--- src/rtl/rd_capture_manager.sv ---
// Multi-lane DDR5 read capture: queues read commands, detects the DQS preamble on lane 0,
// captures one word per DQS-high beat across all lanes, strips the CRC beat and drains to DFI.
module rd_capture_manager #(
    parameter int DQ_W       = 8,
    parameter int LANES      = 2,
    parameter int FIFO_DEPTH = 16,
    parameter int CMD_DEPTH  = 4,
    parameter int GAP_W      = 5
) (
    input  logic                  clk_i,
    input  logic                  reset_n_i,
    input  logic                  en_i,
    input  logic [2:0]            pre_amble_sett_i,
    input  logic [1:0]            bl_i,
    input  logic                  post_amble_sett_i,
    input  logic                  read_crc_enable_i,
    input  logic                  dfi_rddata_en,
    input  logic [LANES-1:0]      dqs_i,
    input  logic [LANES*DQ_W-1:0] dq_i,
    output logic [LANES*DQ_W-1:0] dfi_rddata,
    output logic                  dfi_rddata_valid,
    output logic                  ovf_o,
    output logic                  pre_err_o,
    output logic                  gap_err_o,
    output logic                  lane_err_o,
    output logic                  busy_o,
    output logic [2:0]            saved_pre_amble_o,
    output logic [1:0]            saved_bl_o,
    output logic                  saved_post_amble_o,
    output logic                  saved_read_crc_enable_o
);
    localparam int DW   = LANES * DQ_W;
    localparam int FA_W = $clog2(FIFO_DEPTH);
    localparam int CA_W = $clog2(CMD_DEPTH);
    localparam int FP_W = FA_W + 1;
    localparam int CP_W = CA_W + 1;
    localparam logic [GAP_W-1:0] GAP_MAX = '1;

    typedef enum logic [1:0] {S_IDLE, S_WAIT_PRE, S_CAPTURE, S_POST} state_t;

    state_t            state_q, state_d;
    logic [6:0]        cmd_mem [CMD_DEPTH];
    logic [CA_W:0]     cmd_wr_q, cmd_wr_d, cmd_rd_q, cmd_rd_d;
    logic              cmd_empty, cmd_full, cmd_push_req, cmd_push, cmd_pop, cmd_ovf;
    logic [6:0]        cmd_head;
    logic [DW-1:0]     fifo_mem [FIFO_DEPTH];
    logic [FA_W:0]     fifo_wr_q, fifo_wr_d, fifo_rd_q, fifo_rd_d;
    logic              fifo_empty, fifo_full, fifo_push_req, fifo_push, fifo_pop, fifo_ovf;
    logic [6:0]        shift_q, shift_d;
    logic [7:0]        shift_sample, pat_val, pat_mask;
    logic [GAP_W-1:0]  tcnt_q, tcnt_d, tcnt_inc;
    logic [4:0]        beat_q, beat_d, beat_inc, n_data, n_total;
    logic              post_cnt_q, post_cnt_d;
    logic [2:0]        saved_pre_q, saved_pre_d;
    logic [1:0]        saved_bl_q, saved_bl_d;
    logic              saved_post_q, saved_post_d, saved_crc_q, saved_crc_d;
    logic [DW-1:0]     rddata_q, rddata_d;
    logic              valid_q, valid_d, ovf_q, ovf_d;
    logic              pre_err_q, pre_err_d, gap_err_q, gap_err_d, lane_err_q, lane_err_d;

    // Queue bookkeeping: pointers carry one wrap bit to tell full from empty.
    assign cmd_empty    = (cmd_wr_q == cmd_rd_q);
    assign cmd_full     = (cmd_wr_q[CA_W] != cmd_rd_q[CA_W]) &&
                          (cmd_wr_q[CA_W-1:0] == cmd_rd_q[CA_W-1:0]);
    assign cmd_head     = cmd_mem[cmd_rd_q[CA_W-1:0]];
    assign cmd_push_req = en_i && dfi_rddata_en;
    assign cmd_push     = cmd_push_req && (!cmd_full || cmd_pop);
    assign cmd_ovf      = cmd_push_req && cmd_full && !cmd_pop;
    assign cmd_wr_d     = en_i ? cmd_wr_q + CP_W'(cmd_push) : '0;
    assign cmd_rd_d     = en_i ? cmd_rd_q + CP_W'(cmd_pop) : '0;

    assign fifo_empty   = (fifo_wr_q == fifo_rd_q);
    assign fifo_full    = (fifo_wr_q[FA_W] != fifo_rd_q[FA_W]) &&
                          (fifo_wr_q[FA_W-1:0] == fifo_rd_q[FA_W-1:0]);
    assign fifo_pop     = en_i && !fifo_empty;
    assign fifo_push    = fifo_push_req && (!fifo_full || fifo_pop);
    assign fifo_ovf     = fifo_push_req && fifo_full && !fifo_pop;
    assign fifo_wr_d    = en_i ? fifo_wr_q + FP_W'(fifo_push) : '0;
    assign fifo_rd_d    = en_i ? fifo_rd_q + FP_W'(fifo_pop) : '0;

    assign rddata_d     = !en_i ? '0 : (fifo_pop ? fifo_mem[fifo_rd_q[FA_W-1:0]] : rddata_q);
    assign valid_d      = fifo_pop;
    assign ovf_d        = en_i && (ovf_q || cmd_ovf || fifo_ovf);

    assign shift_sample = {shift_q, dqs_i[0]};
    assign tcnt_inc     = tcnt_q + GAP_W'(1);
    assign beat_inc     = beat_q + 5'd1;

    always_ff @(posedge clk_i) begin
        if (cmd_push)
            cmd_mem[cmd_wr_q[CA_W-1:0]] <= {pre_amble_sett_i, bl_i, post_amble_sett_i, read_crc_enable_i};
        if (fifo_push)
            fifo_mem[fifo_wr_q[FA_W-1:0]] <= dq_i;
    end

    // Preamble pattern is right-aligned: the newest DQS sample is bit 0.
    always_comb begin
        pat_val  = 8'b0000_0010;
        pat_mask = 8'b0000_0011;
        case (saved_pre_q)
            3'b001:  begin pat_val = 8'b0000_0010; pat_mask = 8'b0000_1111; end
            3'b010:  begin pat_val = 8'b0000_1110; pat_mask = 8'b0000_1111; end
            3'b011:  begin pat_val = 8'b0000_0010; pat_mask = 8'b0011_1111; end
            3'b100:  begin pat_val = 8'b0000_1010; pat_mask = 8'b1111_1111; end
            default: ;
        endcase
        case (saved_bl_q)
            2'b01:   n_data = 5'd16;
            2'b10:   n_data = 5'd4;
            default: n_data = 5'd8;
        endcase
        n_total = n_data + 5'(saved_crc_q);
    end

    always_comb begin
        state_d       = state_q;
        shift_d       = shift_q;
        tcnt_d        = tcnt_q;
        beat_d        = beat_q;
        post_cnt_d    = post_cnt_q;
        saved_pre_d   = saved_pre_q;
        saved_bl_d    = saved_bl_q;
        saved_post_d  = saved_post_q;
        saved_crc_d   = saved_crc_q;
        pre_err_d     = 1'b0;
        gap_err_d     = 1'b0;
        lane_err_d    = lane_err_q;
        cmd_pop       = 1'b0;
        fifo_push_req = 1'b0;
        case (state_q)
            S_IDLE: begin
                if (!cmd_empty) begin
                    {saved_pre_d, saved_bl_d, saved_post_d, saved_crc_d} = cmd_head;
                    shift_d = '0;
                    tcnt_d  = '0;
                    state_d = S_WAIT_PRE;
                end
            end
            S_WAIT_PRE: begin
                shift_d = shift_sample[6:0];
                if ((shift_sample & pat_mask) == pat_val) begin
                    beat_d  = '0;
                    tcnt_d  = '0;
                    state_d = S_CAPTURE;
                end else if (tcnt_inc == GAP_MAX) begin
                    pre_err_d = 1'b1;
                    cmd_pop   = 1'b1;
                    state_d   = S_IDLE;
                end else begin
                    tcnt_d = tcnt_inc;
                end
            end
            S_CAPTURE: begin
                if (dqs_i[0]) begin
                    beat_d        = beat_inc;
                    tcnt_d        = '0;
                    fifo_push_req = (beat_q < n_data);
                    if (dqs_i != '1)
                        lane_err_d = 1'b1;
                    if (beat_inc == n_total) begin
                        post_cnt_d = 1'b0;
                        state_d    = S_POST;
                    end
                end else if (tcnt_inc == GAP_MAX) begin
                    gap_err_d = 1'b1;
                    cmd_pop   = 1'b1;
                    state_d   = S_IDLE;
                end else begin
                    tcnt_d = tcnt_inc;
                end
            end
            S_POST: begin
                if (post_cnt_q == saved_post_q) begin
                    cmd_pop = 1'b1;
                    state_d = S_IDLE;
                end else begin
                    post_cnt_d = 1'b1;
                end
            end
            default: state_d = S_IDLE;
        endcase
        // Disable acts as a synchronous flush that overrides everything above.
        if (!en_i) begin
            state_d       = S_IDLE;
            shift_d       = '0;
            tcnt_d        = '0;
            beat_d        = '0;
            post_cnt_d    = 1'b0;
            saved_pre_d   = '0;
            saved_bl_d    = '0;
            saved_post_d  = 1'b0;
            saved_crc_d   = 1'b0;
            pre_err_d     = 1'b0;
            gap_err_d     = 1'b0;
            lane_err_d    = 1'b0;
            cmd_pop       = 1'b0;
            fifo_push_req = 1'b0;
        end
    end

    always_ff @(posedge clk_i or negedge reset_n_i) begin
        if (!reset_n_i) begin
            state_q      <= S_IDLE;
            cmd_wr_q     <= '0;
            cmd_rd_q     <= '0;
            fifo_wr_q    <= '0;
            fifo_rd_q    <= '0;
            shift_q      <= '0;
            tcnt_q       <= '0;
            beat_q       <= '0;
            post_cnt_q   <= 1'b0;
            saved_pre_q  <= '0;
            saved_bl_q   <= '0;
            saved_post_q <= 1'b0;
            saved_crc_q  <= 1'b0;
            rddata_q     <= '0;
            valid_q      <= 1'b0;
            ovf_q        <= 1'b0;
            pre_err_q    <= 1'b0;
            gap_err_q    <= 1'b0;
            lane_err_q   <= 1'b0;
        end else begin
            state_q      <= state_d;
            cmd_wr_q     <= cmd_wr_d;
            cmd_rd_q     <= cmd_rd_d;
            fifo_wr_q    <= fifo_wr_d;
            fifo_rd_q    <= fifo_rd_d;
            shift_q      <= shift_d;
            tcnt_q       <= tcnt_d;
            beat_q       <= beat_d;
            post_cnt_q   <= post_cnt_d;
            saved_pre_q  <= saved_pre_d;
            saved_bl_q   <= saved_bl_d;
            saved_post_q <= saved_post_d;
            saved_crc_q  <= saved_crc_d;
            rddata_q     <= rddata_d;
            valid_q      <= valid_d;
            ovf_q        <= ovf_d;
            pre_err_q    <= pre_err_d;
            gap_err_q    <= gap_err_d;
            lane_err_q   <= lane_err_d;
        end
    end

    assign dfi_rddata              = rddata_q;
    assign dfi_rddata_valid        = valid_q;
    assign ovf_o                   = ovf_q;
    assign pre_err_o               = pre_err_q;
    assign gap_err_o               = gap_err_q;
    assign lane_err_o              = lane_err_q;
    assign busy_o                  = (state_q != S_IDLE) || !cmd_empty || !fifo_empty;
    assign saved_pre_amble_o       = saved_pre_q;
    assign saved_bl_o              = saved_bl_q;
    assign saved_post_amble_o      = saved_post_q;
    assign saved_read_crc_enable_o = saved_crc_q;
endmodule

--- config.mk ---
export PLATFORM = sky130hd
export DESIGN_NAME = rd_capture_manager
export DESIGN_NICKNAME = d
export VERILOG_FILES = /design/src/rtl/rd_capture_manager.sv
export SDC_FILE = /design/constraint.sdc
export NUM_CORES = 1
export LEC_CHECK = 0
export ABC_AREA = 1
export CAP_MARGIN = 20
export CORE_MARGIN = 2
export CORE_UTILIZATION = 50
export DETAILED_ROUTE_END_ITERATION = 6
export GPL_TIMING_DRIVEN = 0
export PLACE_DENSITY = 0.76
export SYNTH_ARGS = -nofsm -noshare
export SYNTH_HDL_FRONTEND = slang
export SYNTH_SLANG_ARGS = --single-unit
export TNS_END_PERCENT = 20
--- constraint.sdc ---
create_clock -name clk_i -period 4.53 [get_ports clk_i]
set_input_delay 0.453 -clock clk_i [delete_from_list [all_inputs] [get_ports clk_i]]
set_output_delay 0.453 -clock clk_i [all_outputs]
set_load 0.02 [all_outputs]
== Yosys cells after proc, flatten, opt, wreduce, memory -nomap -nowiden ==
Memory sizes are Yosys's and may differ from the RTL's.
Index checks and enable logic that the tools add are counted.
W data, S select, Z words.

* Bitwise gates (word level): 1
* Reductions and logical operators: 33
* Equality and inequality tests: 37
* Magnitude comparators: 1
* Mux-type cells: 68
* $add $sub $neg: 7

{| class="wikitable"
|+ Operators with widths
! kind !! count
|-
| $mux W5 || 10
|-
| $mux W16 || 2
|-
| $mux W1 || 30
|-
| $pmux W8 S3 || 1
|-
| $mux W2 || 10
|-
| $pmux W5 S2 || 2
|-
| $ne A3 B3 Y1 const B || 6
|-
| $add A5 B1 Y5 || 3
|-
| $mux W3 || 5
|-
| $pmux W5 S3 || 1
|-
| $mux W7 || 2
|-
| $pmux W7 S2 || 1
|-
| $logic_and A1 B1 Y1 || 11
|-
| $add A5 B1 Y5 const B || 2
|-
| $eq A5 B5 Y1 || 2
|-
| $ne A2 B1 Y1 const B || 5
|-
| $ne A3 B1 Y1 const B || 3
|-
| $reduce_and A3 Y1 || 3
|-
| $and A8 B8 Y8 || 1
|-
| $eq A8 B8 Y1 || 1
|-
| $pmux W2 S4 || 1
|-
| $pmux W4 S2 || 1
|-
| $add A3 B1 Y3 || 2
|-
| $eq A2 B2 Y1 const B || 3
|-
| other kinds (23) || 39
|}

* Logic and storage cells: 168
* Output and inout bits: 29
* Memories: 2
* Bits in writable memories: 284
* Register bits after elaboration: 64

{| class="wikitable"
|+ Memory list
! name !! words !! bits a word !! rd ports !! clocked after memory_dff !! write ports !! RTL line !! text
|-
| fifo_mem || 16 || 16 || 1 || 0 || 1 || 46 || <nowiki>logic [DW-1:0] fifo_mem [FIFO_DEPTH];</nowiki>
|-
| cmd_mem || 4 || 7 || 1 || 0 || 1 || 42 || <nowiki>logic [6:0] cmd_mem [CMD_DEPTH];</nowiki>
|}

== Logic depth before layout (Yosys ltp) ==
Gate-level depths: netlist of run 1.

* Depth in word-level cells: 13
* Depth in mapped cells: 16
* Depth with buffers taken out: 16

== Worst setup path before layout of run 1 ==
No wires, ideal clock.

* Kind: register -> register
* Start: register saved_bl_q[0], in the netlist saved_bl_o[0]
* End: memory fifo_mem[0][0] (netlist bit) (enable)
* Data required time: 4.142 ns
* Setup slack: 1.665 ns
* Cell stages (with the launch flop): 10
* Path buffers: 0
* Setup time: 0.388 ns
* Arrival: 2.477 ns
* Path through: dfrtp_1 -> inv_1 -> ha_1 -> inv_1 -> ha_1 -> o21ai_0 -> nand2_1 -> a211oi_4 -> nand3_2 -> nor2_1

* Word-level cells in the longest chain between the ends: 9
* Elaborated cells between the ends (all ways): 10

{| class="wikitable"
|+ RTL lines
! what !! RTL line !! text
|-
| start: declaration || 55 || <nowiki>logic [1:0] saved_bl_q, saved_bl_d;</nowiki>
|-
| start signal: assignment || 233 || <nowiki>saved_bl_q <= saved_bl_d;</nowiki>
|-
| $eq A2 B2 Y1 / $eq A2 B1 Y1 (equally long branches) || 107 || <nowiki>case (saved_bl_q)</nowiki>
|-
| $pmux W5 S2 * || 107 ||
|-
| $lt A5 B5 Y1 * || 157 || <nowiki>fifo_push_req = (beat_q < n_data);</nowiki>
|-
| $mux W1 * || 154 || <nowiki>if (dqs_i[0]) begin</nowiki>
|-
| $mux W1 * || 130 || <nowiki>case (state_q)</nowiki>
|-
| $mux W1 * || 183 || <nowiki>if (!en_i) begin</nowiki>
|-
| $logic_and A1 B1 Y1 * || 76 || <nowiki>assign fifo_push = fifo_push_req && (!fifo_full || fifo_pop);</nowiki>
|-
| $mux W1 * || 92 || <nowiki>if (fifo_push)</nowiki>
|-
| $mux W1 (not written as such) * || 93 || <nowiki>fifo_mem[fifo_wr_q[FA_W-1:0]] <= dq_i;</nowiki>
|-
| end: declaration || 46 ||
|}

Mark *: on every way between the ends. The rest lies on a longest branch, timed or not.

== Worst setup path after layout of run 1 ==
* Start: register saved_bl_q[0], in the netlist saved_bl_o[0]
* End: memory fifo_mem[3][15] (netlist bit) (enable)

Same word-level chain as after synthesis.

==> impl_metrics.ini, run 1 <==
[status]
run_status = finished, final reports clean

[placed_design]
detailedPlacementHpwl_mm = 24.4
placed_cells = 1718
gp_congestion = 0.850
io_buffer_count = 57
total_placed_instance_area_um2 = 15900

[clocking]
worstSkewPairLatency_ns = 0.53
clk_transition_reported_paths_ns = 0.06
cts_setup_buffers = 0
clkSinkCount = 348
cts_max_level = 2
root_buffer = clkbuf_16
cts_max_path_buffers = 3
cts-buffers-inserted = 36
clock_tree_from_tritoncts = yes
postCtsHoldBufs = 0
cts_repair_resize_count = 0

[sta]
ratio_of_final_minimum_period_to_clock_period_pct = 71.7
worst_slack_on_hold_paths_ns = 0.0112
pin_slew_with_the_least_headroom_to_its_limit_ns = 1.07
fin_skew_ns = 0.0240
timing.fmax_mhz = 308
relSlewSlack_pct = 28.4
drv_slew = 0
layout_min_cycle_time_ns = 3.25
finalHoldViolCount = 0
final.setup.tns_ns = 0
unrepaired_setup_endpoints_after_global_routing = no
timing.final.setup_violations = 0

[synthesis]
yosysTopAreaCellShare_pct = 58.0
ys_seq_area_share_pct = 68.9
synth_top_cells_by_area = edfxtp_1, dfrtp_1, nand2_1, nor2_1, o21ai_0
syn-instance-count = 1266
synthesis.yosys.warnings = 0
synth_seq_cells = 348
post_synth.cell_area_avg_um2 = 11.6
synth.distinct_cells = 43
synth_area_um2 = 14700
synth_top_area_cell = edfxtp_1
number_of_nets_in_the_synthesized_netlist = 1314

[global_route]
global_route.usage.total_pct = 23.8
grt_max_degree = 65
first_global_vias = 10189
global_route.overflow_total = 0
grt_first_pass_wirelength_mm = 56.6
antenna_violations_before_repair = 1

[final_layout]
final_layout_size_suffix_gt1_share_pct = 10.2
stdcell_count = 1781
postLayoutCellArea_um2 = 17000
diodes = 0
number_of_nets_at_the_end_of_the_flow = 1420
flow.area_growth_from_synthesis_pct = 15.8
filler_cell_count = 2277
highest_count_cells_in_the_layout_ignoring_fill_and_taps = edfxtp_1, nand2_1, nor2_1
layout_commonest_cell = edfxtp_1

[drt]
drt-vias-per-instance = 5.74
drt-wirelength-per-cell_um = 20.1
wl_met2_mm = 16.8
routedLengthMet1_mm = 14.5
maxUsedRoutingLayer = met4
route.antenna.remaining_nets = 0
drt_wl_total_mm = 35.9
route.detailed.drc = 0
detailedRoute.firstIterationViolations = 1210
route.met3.wl_mm = 3.02
1st_pass_router_iterations = 6
dr_total_vias = 10216

[pwr]
p_leak_nw = 6.47
seq_power_share_pct = 53.0
power_switching_share_pct = 21.8
report.power.total_mw = 6.67
p_switching_mw = 1.45
ir_drop_uv = 283
intPower_mw = 5.22
combinational_cell_fraction_of_total_power_pct = 5.5
pwr_dens_nw_per_um2 = 392
clkPwrFrac_pct = 41.5

[critical_path]
setup.worst_path.end_class = flop
critical_path.cell_chain = inv_1, ha_1, inv_1, ha_1, o21ai_0, nand2_1, a211oi_4, nand3_2, nor2_1, buf_6
rrSetupSlack_ns = 1.28
crit_arrival_ns = 3.48
worst_path_dominant_cell_family = simple AND/OR/NAND/NOR gates
startpoint_type = flop
timing.critical_path.required_ns = 4.77
cpPeakStageDelay_ns = 0.78
timing_worst_setup_path_type = flop to flop
worst-path-max-fanout = 10
cell_at_the_slowest_stage_of_the_critical_path = nor2_1
critical_path_buf_inv_count = 3

[floorplan]
io_pins = 58
chip_height_um = 175
core_area_um2 = 28900
rows = 62
fp.dieArea_um2 = 30800
floorplan.die.width_um = 175
floorplan.initialDensity_pct = 50.9

[job]
cap_violations = 0

[min_path]
min-delay-path-class = input pin to asynchronous set/reset pin
==> registers in the layout, indices dropped and copies added, names as in the netlist <==
signal                   cells
pre_err_o                    1
state_q                      2
shift_q                      7
saved_read_crc_enable_o      1
fifo_mem                   256
saved_bl_o                   2
fifo_wr_q                    5
gap_err_o                    1
dfi_rddata                  16
dfi_rddata_valid             1
cmd_mem                     28
fifo_rd_q                    5
tcnt_q                       5
saved_post_amble_o           1
lane_err_o                   1
cmd_rd_q                     3
cmd_wr_q                     3
ovf_o                        1
saved_pre_amble_o            3
post_cnt_q                   1
beat_q                       5
==> power by group through the flow <==
stage / Combinational (mW) / Clock [mW] / Sequential [mW]
floorplan: 0.197 / 0 / 3.60
CTS: 0.366 / 2.79 / 3.54
global placement: 0.350 / 0 / 3.60
global route: 0.407 / 2.92 / 3.54
finish: 0.366 / 2.77 / 3.54
detailed placement: 0.362 / 0 / 3.60
==> worst paths after layout <==
check                      depth (start not counted)              end           from
min in group clk_i                                 1      cmd_rd_q[2]    cmd_rd_q[2]
max in group asynchronous                          1    dfi_rddata[4]      reset_n_i
setup / recovery                                  10  fifo_mem[3][15]  saved_bl_o[0]
setup reg to reg                                  10  fifo_mem[3][15]  saved_bl_o[0]
hold reg to reg                                    1      cmd_rd_q[2]    cmd_rd_q[2]
hold / removal                                     1       shift_q[3]      reset_n_i
==> Yosys cell counts (all sizes together) <==
| master | number |
|---|---|
| edfxtp | 284 |
| nand2 | 252 |
| nor2 | 151 |
| o21ai | 127 |
| nand3 | 83 |
| inv | 73 |
| dfrtp | 64 |
| buf | 41 |
| nand4 | 32 |
| o22ai | 24 |
| clkbuf | 23 |
| a21oi | 20 |
| ha | 19 |
| nand3b | 12 |
| o211ai | 11 |
| a21bo | 8 |
| a31oi | 7 |
| xor2 | 6 |
| a32o | 5 |
| o221ai | 5 |
| xnor2 | 5 |
| nor3 | 3 |
| o31ai | 3 |
| a21boi | 2 |
| a22oi | 2 |
| a211oi | 1 |
| clkinv | 1 |
| nor4 | 1 |
| o21a | 1 |
==> worst reg2reg max path, stage by stage (launching register included) <==
cell	delay (ns)
dfrtp_1	0.38
inv_1	0.08
ha_1	0.33
inv_1	0.06
ha_1	0.27
o21ai_0	0.08
nand2_1	0.11
a211oi_4	0.40
nand3_2	0.24
nor2_1	0.78
buf_6	0.25
==> through the flow <==
| step | util [%] | worst slack [ns] |
|---|---|---|
| global placement | 54.6 | 0.770 |
| CTS | 59.0 | 1.30 |
| finish | 59.0 | 1.28 |
| detailed placement | 55.2 | 1.16 |
| global route | 59.0 | 1.15 |
| floorplan | - | 1.66 |
==> area by class of cell <==
cell class	instances	area (µm²)	area share, %
clock inverters	16	113	0.662
flip-flops and latches	348	10100	59.5
plain buffers	64	348	2.04
inverters	74	279	1.64
repair buffers	68	711	4.17
multi-input cells	780	3970	23.3
clock buffers	47	992	5.83
well taps	384	480	2.82
==> logic make-up after synthesis <==
kind of cell,count (synthesis),synth area share (%)
simple gates,534,15.6
flops,348,68.9
compound gates,216,8.80
buf+inv,138,4.26
fa+ha+maj,19,1.62
xor+xnor,11,0.809
==> metal layers <==
metal | track usage (%) | vias to the layer above
li1 | - | 4675
met1 | 32.0 | 4930
met2 | 38.4 | 505
met3 | 3.94 | 106
met4 | 10.8 | 0
met5 | 0 | -
Power figures use the tool's default switching activity.
==> run 2, diff against run 1 <==
==> constraint.sdc (replaced) <==
create_clock -name clk_i -period 3.1 [get_ports clk_i]
set_input_delay 0.31 -clock clk_i [delete_from_list [all_inputs] [get_ports clk_i]]
set_output_delay 0.31 -clock clk_i [all_outputs]
set_load 0.02 [all_outputs]
==> run 2 against run 1 <==
  * The run now ends with setup timing left
  * Fmax rose by 3.9%
  * Via count increased by 0.48%
  * First-iteration DRC count down 2.2%
  * Power is 46% higher
  * Final cell count barely moved
  * Largest power group unchanged
==> impl_metrics.ini, run 2 (synthesis gave the netlist of run 1 again) <==
[status]
run_status = finished with violations
failed_checks = setup timing

[floorplan]
rows = 62
floorplan.die.width_um = 175
core_area_um2 = 28900
chip_height_um = 175
floorplan.initialDensity_pct = 50.9
fp.dieArea_um2 = 30800
io_pins = 58

[job]
cap_violations = 0

[final_layout]
number_of_nets_at_the_end_of_the_flow = 1421
final-seq-area_um2 = 10100
flow.area_growth_from_synthesis_pct = 16.3
highest_count_cells_in_the_layout_ignoring_fill_and_taps = edfxtp_1, nand2_1, nor2_1
final_layout_size_suffix_gt1_share_pct = 10.4
multiInputGateArea_um2 = 4030
filler_cell_count = 2255
postLayoutCellArea_um2 = 17100
layout_commonest_cell = edfxtp_1
largest_register_ffs = 256
diodes = 0
final_core_utilization_pct = 59.2
stdcell_count = 1782

[placed_design]
total_placed_instance_area_um2 = 15900
io_buffer_count = 57
pre_cts_slack_ns = -0.130
detailedPlacementHpwl_mm = 24.4
placed_cells = 1718
gp_congestion = 0.850

[global_route]
global_route.overflow_total = 0
antenna_violations_before_repair = 0
grt_first_pass_wirelength_mm = 56.6
global_route.usage.total_pct = 23.8
first_global_vias = 10214
grt_max_degree = 65

[clocking]
clk_transition_reported_paths_ns = 0.06
cts_max_path_buffers = 3
clkSinkCount = 348
cts_max_level = 2
clock_tree_from_tritoncts = yes
root_buffer = clkbuf_16
worstSkewPairLatency_ns = 0.53
cts-buffers-inserted = 36
cts_setup_buffers = 0

[drt]
dr_total_vias = 10265
route.antenna.remaining_nets = 0
1st_pass_router_iterations = 6
drt-wirelength-per-cell_um = 20.4
drt_wl_total_mm = 36.3
detailedRoute.firstIterationViolations = 1183
drt-vias-per-instance = 5.76
route.detailed.drc = 0

[critical_path]
setup.worst_path.end_class = flop
worst_path_dominant_cell_family = simple AND/OR/NAND/NOR gates
crit_arrival_ns = 3.27
cell_at_the_slowest_stage_of_the_critical_path = nor2_2
worst-path-max-fanout = 16
timing.critical_path.required_ns = 3.25
critical_path.cell_chain = inv_1, ha_1, inv_1, ha_1, o21ai_0, nand2_1, a211oi_4, nand3_2, nor2_2
cpPeakStageDelay_ns = 0.81
timing_worst_setup_path_type = flop to flop
critical_path_buf_inv_count = 2
startpoint_type = flop

[sta]
relSlewSlack_pct = 33.8
pin_slew_with_the_least_headroom_to_its_limit_ns = 0.992
worst_slack_on_hold_paths_ns = 0.366
final.setup.tns_ns = -0.381
unrepaired_setup_endpoints_after_global_routing = yes
ratio_of_final_minimum_period_to_clock_period_pct = 101
drv_slew = 0
finalHoldViolCount = 0
setup_ws_ns = -0.0248
timing.final.setup_violations = 19
timing.fmax_mhz = 320
layout_min_cycle_time_ns = 3.12
fin_skew_ns = 0.0240

[pwr]
pwr_dens_nw_per_um2 = 572
report.power.total_mw = 9.78
ir_drop_uv = 415
p_leak_nw = 6.47

[min_path]
min-delay-path-class = input pin to flop
==> run 2: cell types whose count changed in the layout (fill, tap and decap cells not counted), sizes merged <==
cell / previous run / this run
dlygate4sd3: 0 / 1
==> run 2: power breakdown <==
part	total, mW	switching (mW)	internal [mW]
sequential	5.17	0.0555	5.11
clock	4.07	1.74	2.34
combinational	0.535	0.358	0.177
==> run 2: final timing paths <==
check | from | end | slack [ns] | cells past startpoint
worst min-delay path | dqs_i[1] | lane_err_o | 0.37 | 2
worst min register to register | cmd_rd_q[2] | cmd_rd_q[2] | 0.50 | 1
max in group asynchronous | reset_n_i | dfi_rddata[4] | 2.13 | 2
min in group asynchronous | reset_n_i | shift_q[3] | 0.42 | 2
worst max register to register | saved_bl_o[0] | fifo_mem[5][6] | -0.02 | 9
worst max-delay path | saved_bl_o[0] | fifo_mem[5][6] | -0.02 | 9
==> run 2: repair_timing <==
item	in CTS	in global routing
hold endpoints to repair	64	0
setup endpoints to repair	63	113
hold buffers	1	0
resized for setup	5	8
==> run 2: cell type report <==
type / count / area share, %
inverters: 74 / 1.63
multi-input cells: 780 / 23.6
plain buffers: 64 / 2.04
flip-flops and latches: 348 / 59.3
clock buffers: 47 / 5.81
clock inverters: 16 / 0.659
well taps: 384 / 2.81
repair buffers: 69 / 4.22
==> run 2: per-layer routing <==
layer	up-vias	track usage [%]	wire, µm
li1	4680	-	-
met1	4932	32.0	14600
met2	533	38.5	17000
met3	120	3.77	3030
met4	0	10.8	1670
met5	-	0	0
==> run 3, diff against run 2 <==
--- a/config.mk
+++ b/config.mk
@@ -11,7 +11,7 @@
 export CORE_UTILIZATION = 50
 export DETAILED_ROUTE_END_ITERATION = 6
 export GPL_TIMING_DRIVEN = 0
-export PLACE_DENSITY = 0.76
+export PLACE_DENSITY = 0.68
 export SYNTH_ARGS = -nofsm -noshare
 export SYNTH_HDL_FRONTEND = slang
 export SYNTH_SLANG_ARGS = --single-unit
==> run 3 against run 2 <==
  * The run now ends clean
  * Largest power group unchanged
  * Combinational power is 0.7% lower
  * Wire length is 0.92% lower
  * Non-clock buffer count is 3 higher
  * Register-to-register slack better by 0.13 ns
  * Critical path depth is 1 higher
  * Final area is 0.67% higher
  * Sequential power hardly changed
  * Clock-buffer cell count is 9 higher
  * Die area stayed put
  * Fmax is 4.5% higher
==> impl_metrics.ini, run 3 (synthesis gave the netlist of run 1 again) <==
[status]
run_status = finished, final reports clean

[critical_path]
setup.worst_path.end_class = flop
critical_path.cell_chain = inv_1, ha_1, inv_1, ha_1, o21ai_0, nand2_1, a211oi_4, nand3_2, nor2_2, buf_8
startpoint_type = flop
worst_reg2reg_path_length_in_cells = 10
rrSetupSlack_ns = 0.11
worst-path-max-fanout = 9
timing.critical_path.required_ns = 3.33
timing_worst_setup_path_type = flop to flop
cpPeakStageDelay_ns = 0.54
cell_at_the_slowest_stage_of_the_critical_path = nor2_2
crit_arrival_ns = 3.22
timing.rr.end = fifo_mem[14][11]
rr_startpoint = saved_bl_o[0]

[placed_design]
total_placed_instance_area_um2 = 16000
gp_congestion = 0.817
detailedPlacementHpwl_mm = 24.4
io_buffer_count = 57

[global_route]
first_global_vias = 9699
grt_max_degree = 65
global_route.usage.total_pct = 23.9
antenna_violations_before_repair = 0
grt_first_pass_wirelength_mm = 55.9
global_route.overflow_total = 0

[sta]
ratio_of_final_minimum_period_to_clock_period_pct = 96.4
relSlewSlack_pct = 43.1
timing.fmax_mhz = 334
timing.final.setup_violations = 0
drv_slew = 0
final.setup.tns_ns = 0
finalHoldViolCount = 0
pin_slew_with_the_least_headroom_to_its_limit_ns = 0.853
unrepaired_setup_endpoints_after_global_routing = yes
layout_min_cycle_time_ns = 2.99
worst_slack_on_hold_paths_ns = 0.357
fin_skew_ns = 0.0229

[min_path]
hold_end = lane_err_o
min_from = dqs_i[1]
worstHoldPathCells = 2
min-delay-path-class = input pin to flop

[clocking]
clock_tree_from_tritoncts = yes
clkSinkCount = 348
cts_max_path_buffers = 3
clk_transition_reported_paths_ns = 0.06
cts_max_level = 2
worstSkewPairLatency_ns = 0.53
root_buffer = clkbuf_16
cts-buffers-inserted = 38

[final_layout]
highest_count_cells_in_the_layout_ignoring_fill_and_taps = edfxtp_1, nand2_1, nor2_1
diodes = 0
final_layout_size_suffix_gt1_share_pct = 10.6
final_core_utilization_pct = 59.6
filler_cell_count = 2347
postLayoutCellArea_um2 = 17200
layout_commonest_cell = edfxtp_1
largest_register_ffs = 256
flow.area_growth_from_synthesis_pct = 17.1
number_of_nets_at_the_end_of_the_flow = 1426

[drt]
route.detailed.drc = 0
detailedRoute.firstIterationViolations = 998
1st_pass_router_iterations = 5
drt-vias-per-instance = 5.59
dr_total_vias = 10001
route.antenna.remaining_nets = 0
drt-wirelength-per-cell_um = 20.1
drt_wl_total_mm = 35.9

[floorplan]
rows = 62
floorplan.initialDensity_pct = 50.9
chip_height_um = 175
core_area_um2 = 28900
fp.dieArea_um2 = 30800
io_pins = 58
floorplan.die.width_um = 175

[pwr]
p_leak_nw = 6.53
pwr_dens_nw_per_um2 = 584
ir_drop_uv = 436
report.power.total_mw = 10.1

[job]
cap_violations = 0
-- run 3: cell types whose count changed in the layout (fill, tap and decap cells not counted), moves of 2 or more --
cell       previous run  this run
nor2_1              135       133
nor2_2                6        13
buf_8                 5         8
nor2_4               10         5
clkbuf_1             29        36
clkinv_1              6         4
clkbuf_16            36        39
clkinv_2              8         4
-- run 3: cell type report --
class	instances	area, µm²	area share [%]
Timing Repair Buffer	72	762	4.43
Inverter	74	279	1.62
Buffer	64	348	2.02
Clock inverter	11	119	0.691
Sequential cell	348	10100	58.9
Multi-Input combinational cell	780	4010	23.3
Tap cell	384	480	2.79
Clock buffer	56	1080	6.28
-- run 3: power by group --
part / switching (mW) / total, mW / internal, mW
clock network: 1.77 / 4.36 / 2.59
logic: 0.353 / 0.531 / 0.178
registers: 0.0533 / 5.17 / 5.11
total: 2.18 / 10.1 / 7.88
-- run 3: stage by stage --
stage	instances	worst slack [ns]
after floorplan	1266	0.235
after global placement	1707	-0.596
after detailed placement	1720	-0.0381
after CTS	1789	0.0325
after global routing	1789	-0.0484
final	1789	0.110
-- run 3: metal layers --
metal	vias up	part of all wire (%)	GRT usage, %
li1	4695	-	-
met1	4847	44	35.3
met2	403	46	37.3
met3	56	7.9	3.68
met4	0	2.1	6.40
met5	-	0	0
-- run 3: critical path, delay by kind of cell (launching register included) --
family,cells,cell delay [ns]
AO/OA/AOI/OAI,2,0.43
adder cells (fa/ha/maj),2,0.60
buffers and inverters,3,0.38
flip-flops,1,0.38
AND/OR/NAND/NOR,3,0.90
-- run 3: worst max path at each step --
stage / start / to / slack (ns) / depth (start not counted)
6_report: saved_bl_o[0] / fifo_mem[14][11] / 0.11 / 10
5_1_grt: saved_bl_o[0] / fifo_mem[6][12] / -0.05 / 10
4_1_cts: saved_bl_o[0] / fifo_mem[10][4] / 0.03 / 9
3_5_place_dp: en_i / fifo_mem[9][12] / -0.04 / 7
3_3_place_gp: en_i / fifo_mem[14][7] / -0.60 / 7
2_1_floorplan: saved_bl_o[0] / fifo_mem[0][0] / 0.23 / 9
-- run 3: repair_timing --
action | 4_1_cts | 5_1_grt
buffers inserted | 1 | 0
gates resized for setup | 2 | 5
hold endpoints to repair | 64 | 0
pin swaps | 1 | 0
endpoints found under the setup margin | 13 | 65
hold buffers | 1 | 0
